## src/rtl/fixed_to_float_seq.sv

```systemverilog
// fixed_to_float_seq
//
// Multi-cycle converter from a signed two's-complement fixed-point value
// (the CORDIC datapath format) to an IEEE-754 single-precision float. It
// normalizes by shifting out one leading zero per cycle, so the latency
// depends on the magnitude of the operand.
//
// Parameters
//   XLEN       float width (32 is the only meaningful value)
//   FIX_W      fixed-point input width, 25..64
//   FRAC_BITS  number of fractional bits in in_fix, 0..FIX_W-1
//
// Ports
//   clk          clock, all state on the rising edge
//   rst          synchronous active-high reset
//   in_valid     in_fix holds an operand
//   in_ready     converter is idle and will accept on this edge
//   in_fix       signed fixed-point operand
//   out_valid    out_float / out_inexact hold a result
//   out_ready    consumer takes the result on this edge
//   out_float    {sign, exp[7:0], man[22:0]}
//   out_inexact  nonzero bits were discarded while packing the mantissa
//
// Build option
//   FIX2FLT_ROUND_EN  defined: round to nearest, ties to even.
//                     undefined: truncate toward zero, no incrementer.

module fixed_to_float_seq #(
    parameter int XLEN      = 32,
    parameter int FIX_W     = 32,
    parameter int FRAC_BITS = 30
) (
    input  logic             clk,
    input  logic             rst,
    input  logic             in_valid,
    output logic             in_ready,
    input  logic [FIX_W-1:0] in_fix,
    output logic             out_valid,
    input  logic             out_ready,
    output logic [XLEN-1:0]  out_float,
    output logic             out_inexact
);

    typedef enum logic [2:0] {
        IDLE,
        ABS,
        NORM,
        PACK,
        DONE
    } state_t;

    // Exponent of a value whose leading one sits in the MSB of mag, before
    // subtracting the shift count. Legal parameters keep the result in 1..254.
    localparam logic [7:0] EXP_TOP = 8'(127 + FIX_W - 1 - FRAC_BITS);

    // Everything below the guard bit feeds the sticky bit. For FIX_W=25 there
    // are no such bits, and the mask collapses to zero.
    localparam logic [FIX_W-1:0] STICKY_MASK = {FIX_W{1'b1}} >> 25;

    state_t           state;
    state_t           state_next;
    logic [FIX_W-1:0] mag;
    logic             sign;
    logic [6:0]       cnt;

    logic             accept;
    logic [FIX_W-1:0] mag_abs;
    logic [22:0]      man_trunc;
    logic             guard;
    logic             sticky;
    logic [7:0]       exp_base;
    logic [7:0]       pack_exp;
    logic [22:0]      pack_man;

    assign in_ready  = (state == IDLE) && !rst;
    assign out_valid = (state == DONE);
    assign accept    = in_valid && in_ready;

    // State register. Reset wins over everything, including an in-flight
    // conversion, so an aborted result can never reach DONE.
    always_ff @(posedge clk) begin
        if (rst) begin
            state <= IDLE;
        end else begin
            state <= state_next;
        end
    end

    // Next-state logic. NORM loops until the leading one reaches the MSB;
    // a zero operand skips normalization entirely since it has no leading one.
    always_comb begin
        state_next = state;
        case (state)
            IDLE: if (accept) state_next = ABS;
            ABS:  state_next = (mag_abs == '0) ? DONE : NORM;
            NORM: if (mag[FIX_W-1]) state_next = PACK;
            PACK: state_next = DONE;
            DONE: if (out_ready) state_next = IDLE;
            default: state_next = IDLE;
        endcase
    end

    // Magnitude of the registered operand. The most negative input maps to
    // 2^(FIX_W-1), which still fits as an unsigned FIX_W-bit value.
    always_comb begin
        mag_abs = mag;
        if (mag[FIX_W-1]) begin
            mag_abs = ~mag + {{(FIX_W-1){1'b0}}, 1'b1};
        end
    end

    // Field extraction and rounding for the PACK state. The hidden one is
    // mag[FIX_W-1]; the 23 bits below it form the mantissa. A rounding carry
    // out of the mantissa leaves it all-zero and bumps the exponent by one.
    always_comb begin
        man_trunc = mag[FIX_W-2 -: 23];
        guard     = mag[FIX_W-25];
        sticky    = |(mag & STICKY_MASK);
        exp_base  = EXP_TOP - {1'b0, cnt};
`ifdef FIX2FLT_ROUND_EN
        begin
            logic        round_up;
            logic [23:0] man_sum;
            round_up = guard & (sticky | man_trunc[0]);
            man_sum  = {1'b0, man_trunc} + {23'b0, round_up};
            pack_man = man_sum[22:0];
            pack_exp = exp_base + {7'b0, man_sum[23]};
        end
`else
        pack_man = man_trunc;
        pack_exp = exp_base;
`endif
    end

    // Datapath. The operand is captured straight into mag on accept, turned
    // into sign/magnitude in ABS, shifted in NORM and packed in PACK. The
    // output registers only change in ABS (zero case) and PACK, so they stay
    // stable for as long as the consumer holds off out_ready.
    always_ff @(posedge clk) begin
        if (rst) begin
            mag         <= '0;
            sign        <= 1'b0;
            cnt         <= '0;
            out_float   <= '0;
            out_inexact <= 1'b0;
        end else begin
            case (state)
                IDLE: begin
                    if (accept) begin
                        mag <= in_fix;
                    end
                end
                ABS: begin
                    sign <= mag[FIX_W-1];
                    mag  <= mag_abs;
                    cnt  <= '0;
                    if (mag_abs == '0) begin
                        out_float   <= '0;
                        out_inexact <= 1'b0;
                    end
                end
                NORM: begin
                    if (!mag[FIX_W-1]) begin
                        mag <= mag << 1;
                        cnt <= cnt + 7'd1;
                    end
                end
                PACK: begin
                    out_float   <= {sign, pack_exp, pack_man};
                    out_inexact <= guard | sticky;
                end
                default: begin
                end
            endcase
        end
    end

endmodule

```

## config.mk

```make
export PLATFORM = sky130hd
export DESIGN_NAME = fixed_to_float_seq
export DESIGN_NICKNAME = d
export VERILOG_FILES = /design/src/rtl/fixed_to_float_seq.sv
export SDC_FILE = /design/constraint.sdc
export NUM_CORES = 1
export LEC_CHECK = 0
export BUFFER_PORTS_ARGS = -buffer_cell sky130_fd_sc_hd__buf_2
export CAP_MARGIN = 20
export CORE_ASPECT_RATIO = 1.25
export CORE_MARGIN = 2
export CORE_UTILIZATION = 40
export DETAILED_ROUTE_END_ITERATION = 16
export MAX_ROUTING_LAYER = met4
export PLACE_DENSITY = 0.63
export SLEW_MARGIN = 20
export SYNTH_ARGS = -nofsm -noshare
export SYNTH_HDL_FRONTEND = slang
export SYNTH_SLANG_ARGS = --single-unit
```

## constraint.sdc

```tcl
create_clock -name clk -period 3.4 [get_ports clk]
set_clock_uncertainty 0.05 [all_clocks]
set_input_delay 0.17 -clock clk [delete_from_list [all_inputs] [get_ports clk]]
set_output_delay 0.17 -clock clk [all_outputs]
set_load 0.03 [all_outputs]
```

# Word level (Yosys, flattened, before mapping)
# Cells that the tools add are included.
# word_totals
in_bits,36
word_cells,50
output_inout_bits,35
ff_bits,76
# classes
bitwise,2
n_eq_ne,9
addsub,3
n_mux,15
n_reduce_logical,14
# ops
cell,count
32-bit two-way mux,4
32-bit case mux with 3 select lines,1
32-bit case mux with 2 select lines,1
32-bit by 1-bit adder with 32-bit output (second input constant),1
32-bit zero test,1
32-bit inverter,1
3-bit case mux with 5 select lines,1
7-bit case mux with 2 select lines,1
3-bit two-way mux,4
2-bit inequality test (second input constant),4
8-bit by 7-bit subtractor with 8-bit output (first input constant),1
7-bit by 1-bit adder with 7-bit output (second input constant),1
7-bit two-way mux,1
7-bit OR reduction,1
3-bit by 2-bit equality test with 1-bit output (second input constant),2
2-bit AND reduction,3
3-bit AND reduction,2
2-bit nonzero test,2
3-bit by 1-bit equality test with 1-bit output (second input constant),1
3-bit equality test (second input constant),1
3-bit zero test,1
3-bit nonzero test,1
1-bit logical AND,2
2-bit by 1-bit inequality test with 1-bit output (second input constant),1
other kinds (4),4

# Depth between registers and ports, before layout
# Gate-level depths: netlist of run 1.
# logic_depth
word_depth,6
depth_mapped,12
depth_no_buf,10

# Worst setup path after synthesis of run 1
# OpenSTA, ideal clock, no wires.
# synth_timing
path_kind,register to register
from,register mag[0]
to,register out_float[10]
arrival_time_ps,2950
slack_ps,261
n_path_buf,2
path_stages_with_launch,13
t_required_ps,3211
cell_sequence,dfxtp_1 inv_1 ha_1 or4b_4 buf_6 nor4_4 nand4_2 o41ai_4 a32oi_1 or4_4 nor2_8 buf_12 o41ai_2
# synth_between
elab_chain_cells,6
# synth_rtl
element,line_no,source
"start, declared",62,logic [FIX_W-1:0] mag;
"start signal, assigned",150,mag <= in_fix;
"start signal, assigned",155,mag <= mag_abs;
"start signal, assigned",164,mag <= mag << 1;
32-bit inverter,108,"mag_abs = ~mag + {{(FIX_W-1){1'b0}}, 1'b1};"
32-bit by 1-bit adder with 32-bit output,108,
32-bit two-way mux *,107,if (mag[FIX_W-1]) begin
32-bit zero test *,157,if (mag_abs == '0) begin
2-bit inequality test (no source line) *,--,
2-bit AND reduction (no source line) *,--,
"end signal, assigned",169,"out_float <= {sign, pack_exp, pack_man};"
"end, declared",40,"output logic [XLEN-1:0] out_float,"
# Every way passes the cells marked *; elsewhere a longest branch is shown, timed or not.
# A chain may end at the register's enable or synchronous reset.

# Worst setup path after layout of run 1
# layout_timing
from,register mag[0]
to,register out_float[2]
# The elaborated chain is that of the path after synthesis.

==> results of run 1 <==
## per-stage QoR
step	cells	total power, mW
CTS	909	3.20
floorplan	676	1.88
global placement	893	2.25
finish	909	3.21
detailed placement	893	2.26
global route	909	3.38
## worst register-to-register path, stage by stage (launching register included)
cell,delay (ps)
dfxtp_2,340
inv_1,60
ha_2,180
or4b_4,540
nor4_4,280
and3_1,280
o211ai_1,100
o32ai_1,270
or4b_4,560
nor2_8,140
buf_12,200
o41ai_1,100
## flip-flops by register name, indices dropped and copies added (netlist names)
signal and count:
sign 1, out_inexact 1, cnt 7, mag 32, out_float 32, state 3
## what timing repair did
item,in CTS,in global routing
hold buffers,0,0
setup endpoints to repair,0,34
resized for setup,0,6
buffers inserted,0,0
endpoints found under the hold margin,0,0
## final timing paths
kind / start / to / slack, ps / depth (start not counted)
max: mag[0]$_SDFFE_PP0P_ / out_float[2]$_SDFFE_PP0P_ / 130 / 11
max reg2reg: mag[0]$_SDFFE_PP0P_ / out_float[2]$_SDFFE_PP0P_ / 130 / 11
min: in_fix[0] / mag[0]$_SDFFE_PP0P_ / 20 / 3
min reg2reg: sign$_SDFFE_PP0P_ / sign$_SDFFE_PP0P_ / 410 / 2
## cell usage in the layout (no fill, tap or decap), types with 5 or more instances in the layout
cell / n
dfxtp_1: 73
buf_2: 70
nor2_1: 58
buf_4: 53
o21ai_0: 42
nand2_1: 42
inv_1: 41
a21oi_1: 41
nor3_1: 36
a32oi_1: 34
o41ai_2: 30
nor4_1: 13
a222oi_1: 10
nand3_1: 9
o31ai_1: 9
nand4_1: 9
xor2_1: 9
clkbuf_16: 9
a221oi_1: 8
a22o_1: 8
or3_1: 7
a211oi_1: 7
a22oi_1: 7
xnor2_1: 7
nand2b_1: 6
or4_1: 5
o41ai_1: 5
o21a_1: 5
## logic make-up (layout without fill, tap and decap cells)
family,count (synthesis),in the layout,synth area share [%]
AO/OA/AOI/OAI,226,226,33.6
XOR/XNOR,16,16,2.50
adder cells (fa/ha/maj),3,3,0.670
buffers and inverters,127,185,13.5
flip-flops,76,76,27.2
multiplexers,4,4,0.715
AND/OR/NAND/NOR,224,224,21.8
## cell type report
class	instances	area, um^2	area share [%]
sequential	76	1530	24.0
tap	175	219	3.45
timing repair buffer	126	808	12.7
inverter	43	161	2.54
clock buffer	10	229	3.61
clock inverter	6	47.5	0.749
multi-input combinational	473	3350	52.9
## layer usage
metal	up-vias	wire, um
met5	-	0
met1	2852	7980
met2	213	9500
li1	2660	-
met3	33	926
met4	0	414
## report_power, final
part	internal [mW]	switching (mW)
Combinational	0.468	0.752
Sequential	0.953	0.103
Clock	0.500	0.428
Total	1.92	1.28
==> run_results.csv, run 1 <==
group,metric,value,unit
global_routing,grt_pass1_vias,5452,
clock_network,clock-root-buffer,"clkbuf_16",
worst_setup_path,worst-path-buf-inv,2,
die,ios,71,
route,drc,0,
worst_setup_path,cp_max_fo,22,
cells_and_area,finalNetCount,768,
worst_setup_path,arrival,3410,ps
timing,hold_slack,22.7,ps
power_and_ir_drop,pwr_density_cell,505,mW/mm^2
cells_and_area,final_util,46.1,%
global_routing,grt_antenna_before_repair,0,
logic_synthesis,async_flop_share,0,%
logic_synthesis,synth.most_common_cell,"dfxtp_1",
clock_network,h-tree-depth,3,
worst_setup_path,crit_required,3540,ps
hold_path,hp-class,"input port to flop",
timing,tns,0,ps
logic_synthesis,ys_warn_count,0,
worst_setup_path,worst_setup_path_end_kind,"flop",
placed_design,place_hpwl,13300,um
route,avgRoutedWirePerCell,20.7,um
route,num_vias,5758,
timing,period_needed,3270,ps
global_routing,grt_busiest_layer,"met2",
worst_setup_path,worst_path_max_delay_cell,"or4b_4",
power_and_ir_drop,ir_drop,0.204,mV
timing,period_share,96.1,%
clock_network,cts.clk_slew.worst_paths,70,ps
logic_synthesis,synth_edf_count,0,
global_routing,overflow,0,
route,ant_nets,0,
route,via_per_inst,6.33,
placed_design,gp_congestion,1.02,
logic_synthesis,synth_seq_area_share,27.2,%
logic_synthesis,synth.largest_area_cell,"dfxtp_1",
cells_and_area,fill_cells,1365,
die,core_area,0.0138,mm^2
global_routing,grt_max_degree,77,
die,die_width,110,um
clock_network,tritoncts,"done",
timing,finalHoldViolCount,0,
clock_network,cts-buffers-inserted,9,
logic_synthesis,yosys-top-cells-count,"dfxtp_1 (76), nor2_1 (58), inv_1 (42), nand2_1 (42), o21ai_0 (42)",
worst_setup_path,path_cells,"inv_1 -> ha_2 -> or4b_4 -> nor4_4 -> and3_1 -> o211ai_1 -> o32ai_1 -> or4b_4 -> nor2_8 -> buf_12 -> o41ai_1",
logic_synthesis,ys_ff_latch,76,
worst_setup_path,crit_family,"simple AND/OR/NAND/NOR gates",
timing,fin_ws,134,ps
worst_setup_path,critPathMaxStageDelay,560,ps
die,die_area,0.0150,mm^2
timing,max_slew_margin,31.8,%
clock_network,clk_latency,340,ps
logic_synthesis,syn_area,0.00560,mm^2
power_and_ir_drop,p_leak,2.52,nW
logic_synthesis,yosys-top-cells-area,"dfxtp_1 (27%), o41ai_2 (8.7%), a32oi_1 (5.3%)",
logic_synthesis,synth.net_count,715,
die,row_count,48,
logic_synthesis,syn_inst,676,
die,start_util,40.7,%
worst_setup_path,crit_top_cell,"or4b_4",
global_routing,grtUsageTotal,26.4,%
route,wirelength,18800,um
route,drt_pass1_iterations,8,
logic_synthesis,synth_cell_type_count,75,
global_routing,gr-usage-met3,3.64,%
timing,fmax,0.306,GHz
placed_design,placed_area,0.00605,mm^2
timing,timing.final.max_slew_violations,0,
worst_setup_path,start_kind,"flop",
global_routing,grtUsageMet1,33.2,%
route,dr.first_iter.drc_count,472,
timing,setup_violations,0,
logic_synthesis,avgSynthCellArea,8.28,um^2
cells_and_area,diodes,0,
outcome,status,"finished clean",
clock_network,clock_sinks,76,
placed_design,pre_cts_slack,108,ps
cells_and_area,areaGrowthSynthToFinish,13.3,%
clock_network,clk_path_buf_depth,2,
timing,grt_setup_unrepaired,"false",
logic_synthesis,synth_top_area_share,27.2,%
die,die_h,136,um
logic_synthesis,ys.flop_type,"dfxtp_1",
global_routing,globalRouteMet2Util,43.2,%
cells_and_area,final_layout_size_suffix_gt1_share,27.2,%
global_routing,grt_pass1_wl,29800,um
run,maxCapViolations,0,
worst_setup_path,worstSetupPathType,"flop to flop",
timing,worst_pin_slew,1020,ps
cells_and_area,stdcell_area,0.00634,mm^2
placed_design,numPortBuffers,70,
Power figures use the tool's default switching activity.
==> run 2, diff against run 1 <==
- CORE_MARGIN: 2 -> not set
==> run 2 against run 1 <==
Net effect: routed wire length fell by 0.59%; setup slack worse by 22 ps; flip-flop and latch count is the same; highest routed layer unchanged.
==> run_results.csv, run 2 (synthesis results as in run 1) <==
group,metric,value,unit
placed_design,place_hpwl,13300,um
power_and_ir_drop,switching_share,37.1,%
power_and_ir_drop,clock_power_share,31.4,%
hold_path,worstHoldStart,"in_fix[0]",
power_and_ir_drop,power_switching,1.24,mW
timing,period_needed,3290,ps
placed_design,dp.cells,901,
timing,worst_pin_slew,1010,ps
placed_design,gp_congestion,0.933,
clock_network,clock_sinks,76,
worst_setup_path,cp_max_fo,7,
timing,setup_violations,0,
worst_setup_path,worstReg2RegEnd,"out_float[6]$_SDFFE_PP0P_",
route,avgRoutedWirePerCell,20.2,um
hold_path,hold_end,"mag[0]$_SDFFE_PP0P_",
clock_network,clk_latency,350,ps
power_and_ir_drop,p_leak,2.62,nW
die,ios,71,
timing,max_slew_margin,32.6,%
power_and_ir_drop,p_comb_share,37.1,%
route,wirelength,18700,um
global_routing,grt_pass1_vias,5511,
clock_network,h-tree-depth,3,
route,via_per_inst,6.21,
global_routing,grt_pass1_wl,29500,um
worst_setup_path,r2r_start,"mag[1]$_SDFFE_PP0P_",
route,drc,0,
cells_and_area,fill_cells,1369,
outcome,status,"finished clean",
hold_path,holdPathStages,3,
die,die_width,108,um
die,core_area,0.0138,mm^2
clock_network,cts.clk_slew.worst_paths,60,ps
timing,period_share,96.7,%
cells_and_area,register_area,0.00153,mm^2
die,die_area,0.0145,mm^2
cells_and_area,diodes,0,
cells_and_area,instances_no_fill,925,
global_routing,overflow,0,
timing,fmax,0.304,GHz
power_and_ir_drop,ir_drop,0.251,mV
cells_and_area,final_util,47.5,%
power_and_ir_drop,pwr_density_cell,512,mW/mm^2
die,start_util,40.7,%
power_and_ir_drop,internal_power,2.10,mW
timing,hold_slack,22.4,ps
route,num_vias,5746,
route,ant_nets,0,
worst_setup_path,worstSetupPathType,"flop to flop",
cells_and_area,top_regs,"mag x32, out_float x32, cnt x7",
cells_and_area,areaGrowthSynthToFinish,16.6,%
worst_setup_path,start_kind,"flop",
worst_setup_path,arrival,3430,ps
cells_and_area,multi_input_area,0.00337,mm^2
timing,finalHoldViolCount,0,
run,maxCapViolations,0,
clock_network,tritoncts,"done",
power_and_ir_drop,power.share.sequential,31.5,%
global_routing,grt_max_degree,75,
route,dr.first_iter.drc_count,465,
clock_network,clk_path_buf_depth,2,
clock_network,cts-buffers-inserted,9,
timing,timing.final.max_slew_violations,0,
placed_design,numPortBuffers,70,
worst_setup_path,r2r_setup_slack,110,ps
global_routing,grtUsageTotal,27.2,%
cells_and_area,layout_common_cells,"dfxtp_1 (73), buf_2 (70), buf_4 (67), nor2_1 (58)",
route,drt_pass1_iterations,8,
hold_path,hp-class,"input port to flop",
cells_and_area,finalNetCount,784,
die,row_count,48,
worst_setup_path,worst_setup_path_end_kind,"flop",
cells_and_area,final_layout_size_suffix_gt1_share,29.1,%
power_and_ir_drop,total_power,3.34,mW
die,die_h,134,um
clock_network,clock-root-buffer,"clkbuf_16",
global_routing,grt_antenna_before_repair,0,
worst_setup_path,r2r.worst_path.cells,12,
cells_and_area,final_common_cell,"dfxtp_1",
worst_setup_path,crit_required,3540,ps
-- run 2: changes by cell type in the layout (fill, tap and decap cells not counted), sizes merged --
cell      before  now
inv           44   42
clkbuf        10   12
clkinv         1    2
buf          126  141
clkinvlp       4    1
nor2          60   61
bufinv         0    2
-- run 2: final cells by class --
type / count / share of cell area [%]
multi-input cells: 474 / 51.6
flip-flops and latches: 76 / 23.4
repair buffers: 141 / 14.3
clock buffers: 12 / 3.77
well taps: 175 / 3.35
inverters: 43 / 2.51
clock inverters: 4 / 1.11
-- run 2: worst max path at each step --
stage / slack [ps] / end / start / cells past startpoint
after floorplan: 260 / out_float[10]$_SDFFE_PP0P_ / mag[0]$_SDFFE_PP0P_ / 12
after global placement: 160 / out_float[28]$_SDFFE_PP0P_ / mag[0]$_SDFFE_PP0P_ / 11
after detailed placement: 140 / out_inexact$_SDFFE_PP0P_ / mag[0]$_SDFFE_PP0P_ / 11
after CTS: 100 / out_float[6]$_SDFFE_PP0P_ / mag[0]$_SDFFE_PP0P_ / 11
after global routing: -9 / out_float[6]$_SDFFE_PP0P_ / mag[1]$_SDFFE_PP0P_ / 12
final: 110 / out_float[6]$_SDFFE_PP0P_ / mag[1]$_SDFFE_PP0P_ / 12
-- run 2: metal layers --
metal / track usage (%) / vias to the layer above / routed length, um
li1: - / 2702 / -
met1: 32.5 / 2778 / 7620
met2: 44.4 / 221 / 9310
met3: 4.08 / 45 / 1100
met4: 13.5 / 0 / 680
met5: - / - / 0
-- run 2: repair_timing --
action	CTS	global route
hold buffers	0	0
buffers inserted	0	7
setup endpoints to repair	0	31
resized for setup	0	10
-- run 2: stage by stage --
step / setup WS [ps] / setup TNS, ps / area [um^2]
after global routing: -9.25 / -16.2 / 6530
after global placement: 160 / 0 / 6120
after CTS: 104 / 0 / 6440
after detailed placement: 138 / 0 / 6120
final: 112 / 0 / 6530
after floorplan: 261 / 0 / 5600
-- run 2: worst max-delay path, stage by stage, from the launching register on --
cell and delay (ps):
dfxtp_4 360, inv_4 60, ha_4 130, or4b_4 510, nor4_4 260, buf_4 180, and3_4 180, o211ai_1 80
o32ai_1 290, or4b_4 580, nor2_8 230, buf_12 150, o41ai_2 60
-- run 2: power groups by stage --
stage	sequential (mW)	combinational [mW]	clock [mW]
4_1_cts	1.05	1.20	1.07
5_1_grt	1.06	1.34	1.12
6_report	1.05	1.24	1.05
3_5_place_dp	1.07	1.19	0
2_1_floorplan	1.04	0.839	0
3_3_place_gp	1.07	1.19	0
==> run 3, diff against run 2 <==
- clock period: 3.4 -> 3.1 ns (I/O delays scaled with it)
==> run 3 against run 2 <==
Net effect: the run now ends with negative setup slack left; first-iteration DRC count is 4.1% lower; global-route usage is 0.27 points higher; setup slack got worse by 150 ps; combinational power rose by 24%; register-to-register slack got worse by 150 ps; count of clock-buffer cells in the layout down 3; clock power is 19% higher; flip-flop and latch count unchanged; cell count grew 3.8%; critical endpoint is now out_inexact$_SDFFE_PP0P_.
==> run_results.csv, run 3 (synthesis results as in run 1) <==
group,metric,value,unit
placed_design,dp.cells,936,
worst_setup_path,arrival,3280,ps
cells_and_area,areaGrowthSynthToFinish,21.8,%
route,wirelength,19200,um
placed_design,numPortBuffers,70,
timing,tns,-497,ps
global_routing,grt_pass1_wl,30100,um
timing,grt_setup_unrepaired,"true",
timing,setup_violations,26,
cells_and_area,final_layout_size_suffix_gt1_share,32.7,%
cells_and_area,layout_common_cells,"buf_4 (104), dfxtp_1 (72), buf_2 (69), nor2_1 (58), nand2_1 (42)",
cells_and_area,final_util,49.6,%
worst_setup_path,endpoint,"out_inexact$_SDFFE_PP0P_",
hold_path,hp-class,"input port to flop",
clock_network,h-tree-depth,3,
route,ant_nets,0,
worst_setup_path,crit_required,3250,ps
worst_setup_path,path_cells,"inv_4 -> ha_4 -> or4b_4 -> nor4_4 -> and3_4 -> o211ai_1 -> o32ai_1 -> or4b_4 -> nor2_8 -> buf_12 -> o41ai_2",
timing,max_slew_margin,29.6,%
timing,fin_ws,-36.9,ps
cells_and_area,top_regs,"mag x32, out_float x32, cnt x7",
route,met2_length,9490,um
worst_setup_path,critPathMaxStageDelay,550,ps
global_routing,overflow,0,
worst_setup_path,start_kind,"flop",
power_and_ir_drop,p_leak,2.81,nW
timing,finalHoldViolCount,0,
cells_and_area,final_common_cell,"buf_4",
worst_setup_path,crit_top_cell,"or4b_4",
timing,period_needed,3140,ps
die,die_area,0.0145,mm^2
route,via_per_inst,6.08,
worst_setup_path,cp_num_cells,11,
die,core_area,0.0138,mm^2
run,maxCapViolations,0,
route,routed.top_layer,"met4",
route,avgRoutedWirePerCell,20.0,um
cells_and_area,instances_no_fill,960,
cells_and_area,diodes,0,
route,dr.first_iter.drc_count,446,
clock_network,tritoncts,"done",
worst_setup_path,r2r_start,"mag[0]$_SDFFE_PP0P_",
clock_network,clk_path_buf_depth,2,
global_routing,grtUsageTotal,27.5,%
die,start_util,40.7,%
worst_setup_path,cp_max_fo,15,
placed_design,gp_congestion,1.00,
worst_setup_path,worst_setup_path_end_kind,"flop",
worst_setup_path,r2r.worst_path.cells,11,
global_routing,grt_antenna_before_repair,0,
power_and_ir_drop,ir_drop,0.354,mV
die,die_width,108,um
global_routing,grt_max_degree,78,
timing,period_share,101,%
clock_network,clk_latency,350,ps
placed_design,place_hpwl,13600,um
clock_network,clock-root-buffer,"clkbuf_16",
worst_setup_path,worstReg2RegEnd,"out_inexact$_SDFFE_PP0P_",
power_and_ir_drop,pwr_density_cell,577,mW/mm^2
worst_setup_path,worst_path_max_delay_cell,"or4b_4",
timing,worst_pin_slew,1060,ps
global_routing,grt_pass1_vias,5610,
worst_setup_path,worst-path-buf-inv,2,
route,num_vias,5836,
worst_setup_path,crit_family,"simple AND/OR/NAND/NOR gates",
die,ios,71,
worst_setup_path,worstSetupPathType,"flop to flop",
route,drc,0,
clock_network,cts.clk_slew.worst_paths,60,ps
timing,timing.final.max_slew_violations,0,
route,drt_pass1_iterations,6,
hold_path,holdPathStages,3,
outcome,status,"finished with violations",
worst_setup_path,cp-startpoint,"mag[0]$_SDFFE_PP0P_",
power_and_ir_drop,total_power,3.94,mW
clock_network,cts-buffers-inserted,9,
route,wl_met3,837,um
die,row_count,48,
clock_network,clock_sinks,76,
worst_setup_path,r2r_setup_slack,-40,ps
timing,hold_slack,127,ps
outcome,violations,"negative setup slack",
timing,fmax,0.319,GHz
die,die_h,134,um
cells_and_area,finalNetCount,819,
route,drt-met1-wl,8360,um
run 3: worst min path at each step:
stage               startpoint                     to  slack, ps
floorplan            in_fix[0]    mag[0]$_SDFFE_PP0P_        250
global placement     in_fix[0]    mag[0]$_SDFFE_PP0P_        370
detailed placement   in_fix[0]    mag[0]$_SDFFE_PP0P_        370
CTS                  out_ready  state[2]$_SDFFE_PP0P_        120
global route          in_valid  state[0]$_SDFFE_PP0P_        150
finish               out_ready  state[2]$_SDFFE_PP0P_        130
run 3: through the flow:
step	setup WS (ps)	area, um^2
3_5_place_dp	-141	6350
3_3_place_gp	-99.1	6350
5_1_grt	-136	6820
4_1_cts	5.28	6770
6_report	-36.9	6820
2_1_floorplan	4.08	5600
run 3: worst register-to-register path: cells and delay by family, from the launching register on:
family,cells,cell delay [ps]
AND/OR/NAND/NOR,5,1830
buffers and inverters,2,240
adder cells (fa/ha/maj),1,130
AO/OA/AOI/OAI,3,390
flip-flops,1,360
run 3: what timing repair did:
item | 4_1_cts | 5_1_grt
gates cloned | 0 | 0
hold buffers | 1 | 0
setup buffers | 2 | 5
resized for setup | 12 | 6
endpoints found under the hold margin | 1 | 0
pin swaps | 1 | 0
endpoints found under the setup margin | 33 | 36
run 3: area by class of cell:
class / instances / area, um^2
Clock buffer: 9 / 225
Clock inverter: 7 / 123
Fill cell: 1358 / 6930
Inverter: 43 / 164
Multi-Input combinational cell: 473 / 3380
Sequential cell: 76 / 1530
Tap cell: 175 / 219
Timing Repair Buffer: 177 / 1190
run 3: routing by layer:
layer	vias up	track usage, %
met4	0	10.7
met3	32	3.69
met5	-	-
met2	189	45.2
li1	2763	-
met1	2852	33.9
run 3: where the power goes:
| group | internal [mW] | leakage [nW] | switching, mW | total [mW] |
|---|---|---|---|---|
| combinational | 0.659 | 2.03 | 0.885 | 1.54 |
| sequential | 1.05 | 0.620 | 0.100 | 1.15 |
| clock | 0.792 | 0.163 | 0.454 | 1.25 |
